[src/rtl/obj_dma.sv]
// obj_dma: object-list DMA engine.
// A DMA_ON strobe arms the engine; the next vblank rising edge starts a copy
// of WORDS 16-bit words from the object RAM into the line buffer's private
// copy, one word per enabled clock. A DMA_ON edge during a copy is remembered
// and re-arms the engine as soon as the current copy finishes.
module obj_dma #(
    parameter int WORDS = 512,
    parameter int AW    = 9
) (
    input  logic          CLK_32M,
    input  logic          reset_n,
    input  logic          ce,
    input  logic          DMA_ON,
    input  logic          vblank,
    output logic [AW-1:0] src_addr,
    input  logic [15:0]   src_data,
    output logic [AW-1:0] dst_addr,
    output logic [15:0]   dst_data,
    output logic          dst_we,
    output logic          busy,
    output logic          armed,
    output logic          dma_done
);

    localparam logic [1:0] ST_IDLE  = 2'd0;
    localparam logic [1:0] ST_ARMED = 2'd1;
    localparam logic [1:0] ST_COPY  = 2'd2;
    localparam logic [1:0] ST_FLUSH = 2'd3;

    // Read pointer carries one extra bit so the terminal count is explicit;
    // only the low AW bits ever reach the RAM address.
    localparam logic [AW:0] LAST_PTR = (AW+1)'(WORDS - 1);

    logic [1:0]    state_reg,    state_next;
    logic          pending_reg,  pending_next;
    logic [AW:0]   rd_ptr_reg,   rd_ptr_next;
    logic          wr_valid_reg, wr_valid_next;
    logic [AW-1:0] wr_addr_reg,  wr_addr_next;
    logic          dma_q_reg;
    logic          vb_q_reg;

    logic dma_rise;
    logic vb_rise;

    assign dma_rise = DMA_ON & ~dma_q_reg;
    assign vb_rise  = vblank & ~vb_q_reg;

    // Next-state logic: arm, wait for blank start, stream reads, drain the
    // final write, then idle or re-arm if another request arrived meanwhile.
    always_comb begin
        state_next    = state_reg;
        pending_next  = pending_reg;
        rd_ptr_next   = rd_ptr_reg;
        wr_valid_next = 1'b0;
        wr_addr_next  = wr_addr_reg;
        case (state_reg)
            ST_IDLE: begin
                if (dma_rise) begin
                    state_next = ST_ARMED;
                end
            end
            ST_ARMED: begin
                // Only a fresh rising edge starts a copy, never mid-blank.
                if (vb_rise) begin
                    state_next  = ST_COPY;
                    rd_ptr_next = '0;
                end
            end
            ST_COPY: begin
                wr_valid_next = 1'b1;
                wr_addr_next  = rd_ptr_reg[AW-1:0];
                rd_ptr_next   = rd_ptr_reg + 1'b1;
                if (dma_rise) begin
                    pending_next = 1'b1;
                end
                if (rd_ptr_reg == LAST_PTR) begin
                    state_next = ST_FLUSH;
                end
            end
            ST_FLUSH: begin
                rd_ptr_next  = '0;
                pending_next = 1'b0;
                // A request arriving on this very cycle counts as pending too.
                if (pending_reg || dma_rise) begin
                    state_next = ST_ARMED;
                end else begin
                    state_next = ST_IDLE;
                end
            end
            default: begin
                state_next = ST_IDLE;
            end
        endcase
    end

    // State registers; everything advances only on clock-enable cycles.
    // Edge-detect history resets high so a level already present at reset
    // release is not mistaken for an edge.
    always_ff @(posedge CLK_32M or negedge reset_n) begin
        if (!reset_n) begin
            state_reg    <= ST_IDLE;
            pending_reg  <= 1'b0;
            rd_ptr_reg   <= '0;
            wr_valid_reg <= 1'b0;
            wr_addr_reg  <= '0;
            dma_q_reg    <= 1'b1;
            vb_q_reg     <= 1'b1;
        end else if (ce) begin
            state_reg    <= state_next;
            pending_reg  <= pending_next;
            rd_ptr_reg   <= rd_ptr_next;
            wr_valid_reg <= wr_valid_next;
            wr_addr_reg  <= wr_addr_next;
            dma_q_reg    <= DMA_ON;
            vb_q_reg     <= vblank;
        end
    end

    // Write data comes straight from the RAM output, which lines up with the
    // write stage one enabled clock after the read was issued.
    assign src_addr = rd_ptr_reg[AW-1:0];
    assign dst_addr = wr_addr_reg;
    assign dst_data = src_data;
    assign dst_we   = wr_valid_reg & ce;
    assign busy     = (state_reg == ST_COPY) || (state_reg == ST_FLUSH);
    assign armed    = (state_reg == ST_ARMED);
    assign dma_done = (state_reg == ST_FLUSH);

endmodule

[config.mk]
export PLATFORM = sky130hd
export DESIGN_NAME = obj_dma
export DESIGN_NICKNAME = d
export VERILOG_FILES = /design/src/rtl/obj_dma.sv
export SDC_FILE = /design/constraint.sdc
export NUM_CORES = 1
export LEC_CHECK = 0
export BUFFER_PORTS_ARGS = -buffer_cell sky130_fd_sc_hd__buf_2
export CORE_ASPECT_RATIO = 0.5
export CORE_UTILIZATION = 47
export DETAILED_ROUTE_END_ITERATION = 16
export HOLD_SLACK_MARGIN = 0.1
export PLACE_DENSITY = 0.78
export SLEW_MARGIN = 20
export SYNTH_ARGS = -nofsm -noshare
export SYNTH_HDL_FRONTEND = slang
export SYNTH_SLANG_ARGS = --single-unit
[constraint.sdc]
create_clock -name CLK_32M -period 2.1 [get_ports CLK_32M]
set_input_delay 0.42 -clock CLK_32M [delete_from_list [all_inputs] [get_ports CLK_32M]]
set_output_delay 0.42 -clock CLK_32M [all_outputs]
set_load 0.01 [all_outputs]
==> flow_summary.ini <==
[synthesis]
synth-edff-count = 0
netlist_instances = 140
ys_types = 32
syn_area_mm2 = 0.00143
ys_warn_count = 0
synthArstFlopShare_pct = 100
ys.flop_type = dfrtp_1
ys_seq_area_share_pct = 44.0
syn_nets = 167
synth-seq-cells = 25
syn_avg_cell_area_um2 = 10.2

[cts]
cts_buffers = 3
post_cts_buffers = 0
cts-root-buf = clkbuf_8
cts_sinks = 25
holdBufCountCts = 0
cts_resized = 0
cts_tree = yes
clk_latency_ns = 0.27
cts_buffer_depth = 2
cts.clk_slew.worst_paths_ns = 0.08
htree_num_levels = 1

[timing]
fin_crit_ns = 1.97
tns_ns = 0
setup_viol = 0
max_freq_ghz = 0.507
layout_setup_ws_ns = 0.126
worst_hold_slack_ns = 0.127
hold_viol = 0
max_slew_margin_pct = 63.2
rsz0062_at_grt = no
finalMaxSlewViolations = 0
fin_crit_sh_pct = 94.0
clock_skew_ns = 0.00192
tightest_slew_ns = 0.552

[final_layout]
final_common_cell = buf_2
final-seq-area_um2 = 628
n_fill_cell = 244
largest_reg_flops = 10
diodes = 0
area_growth_pct = 1.05
layout_common_cells = buf_2 (26), dfrtp_1 (23), nand2_1 (10)
fin_nets = 170
drive_above_1_share_pct = 30.3
multi_input_area_um2 = 567

[detailed_routing]
wl_mm = 2.44
ant_nets = 0
vias_per_cell = 5.46
num_vias = 978
drtPass1Iterations = 4
drc = 0
wl_per_cell_um = 13.6
drtIter0Drc = 37

[setup_path]
r2r_cells = 6
crit_path_start_kind = flop
worstSetupPathType = reg2out
worstPathRequired_ns = 1.68
crit_chain = inv_1, ha_1, or2_2, buf_2
slowest_stage = dfrtp_1
end_kind = output pin
rr_endpoint = rd_ptr_reg[9]
r2r_slack_ns = 0.15
cp_max_fo = 9
critPathMaxStageDelay_ns = 0.39
worstPathArrival_ns = 1.55
crit-reg2reg-launch = state_reg[0]

[power_and_ir_drop]
p_leak_nw = 0.712
vdd_drop_max_uv = 346
p_per_area_mw_per_mm2 = 981

[global_route]
grt_pass1_wl_mm = 3.89
grt.total_usage_pct = 16.6
grt_max_degree = 26
grt_overflow = 0
grt_pass1_vias = 847
antenna_found_initial = 0

[place]
preCtsSetupSlack_ns = 0.192
place.gp.congestion = 0.792
place.port_buffers = 26
hpwl_mm = 1.81

[floorplanning]
die_x_um = 79.9
ios = 59
rows = 13
die_h_um = 41.0
dieArea_mm2 = 0.00328
core_mm2 = 0.00273
start_util_pct = 52.2

[flow_run]
cap_violations = 0

[run_status]
status = completed

[hold_path]
hp-class = in2async
-- power by group --
part	total (mW)	internal, mW	switching (mW)
Sequential	0.619	0.560	0.0594
Clock	0.281	0.136	0.145
Combinational	0.516	0.211	0.305
Total	1.42	0.907	0.509
-- how the worst max path moves through the flow --
stage	startpoint	slack, ns	end
finish	state_reg[0]	0.13	busy
global route	state_reg[1]	0.05	rd_ptr_reg[9]
CTS	state_reg[0]	0.14	busy
detailed placement	state_reg[0]	0.19	rd_ptr_reg[9]
global placement	state_reg[0]	0.29	rd_ptr_reg[7]
floorplan	state_reg[0]	0.30	rd_ptr_reg[7]
-- cells by family (layout without fill, tap and decap cells) --
| kind of cell | Yosys count | after routing | share of synthesized area [%] |
|---|---|---|---|
| xor gates and xnor gates | 2 | 2 | 1.23 |
| AOI/OAI and AO/OA | 30 | 30 | 14.1 |
| and+or+nand+nor | 33 | 33 | 12.0 |
| muxes | 9 | 9 | 7.10 |
| DFF | 25 | 25 | 44.0 |
| buffers and inverters | 35 | 37 | 16.3 |
| adders and majority gates | 6 | 6 | 5.26 |
-- area by class of cell --
cell class | count | area share [%]
clock buffers | 4 | 3.12
inverters | 7 | 1.82
multi-input cells | 80 | 39.3
flip-flops and latches | 25 | 43.5
well taps | 37 | 3.21
repair buffers | 26 | 9.02
-- routing by layer --
| layer | up-vias | global-route usage, % | routed length [um] | share of wire (%) |
|---|---|---|---|---|
| li1 | 475 | - | - | - |
| met1 | 453 | 19.8 | 1130 | 47 |
| met2 | 36 | 28.8 | 1110 | 45 |
| met3 | 14 | 4.22 | 138 | 5.7 |
| met4 | 0 | 9.82 | 59 | 2.4 |
| met5 | - | 0 | 0 | 0 |
-- Yosys cell counts, drive strengths merged, types with 2 or more instances --
| cell | number | share of area, % |
|---|---|---|
| inv | 7 | 1.8 |
| a21o | 2 | 1.1 |
| xnor2 | 2 | 1.2 |
| mux2 | 9 | 7.1 |
| or4 | 3 | 1.6 |
| clkbuf | 2 | 0.53 |
| o21ai | 8 | 2.8 |
| nand2 | 10 | 2.6 |
| dfstp | 2 | 3.7 |
| nand3 | 5 | 1.8 |
| nand4 | 2 | 0.88 |
| nor2 | 5 | 1.3 |
| nand2b | 4 | 1.9 |
| ha | 6 | 5.3 |
| buf | 26 | 14 |
| dfrtp | 23 | 40 |
| a211oi | 2 | 1.1 |
| o31ai | 4 | 2.1 |
| a21oi | 7 | 2.5 |
-- critical path, delay by kind of cell, from the launching register on --
kind	cells	cell delay [ns]
flops	1	0.39
simple gates	1	0.31
buf+inv	2	0.26
fa+ha+maj	1	0.33
-- metrics by stage --
stage / std cells / area, um^2 / util [%] / total power [mW]
after floorplan: 140 / 1430 / - / 1.04
after global placement: 175 / 1400 / 51.1 / 1.11
after detailed placement: 175 / 1400 / 51.1 / 1.14
after CTS: 179 / 1440 / 52.8 / 1.42
after global routing: 179 / 1440 / 52.8 / 1.52
final: 179 / 1440 / 52.8 / 1.42
(Power assumes the default switching activity.)
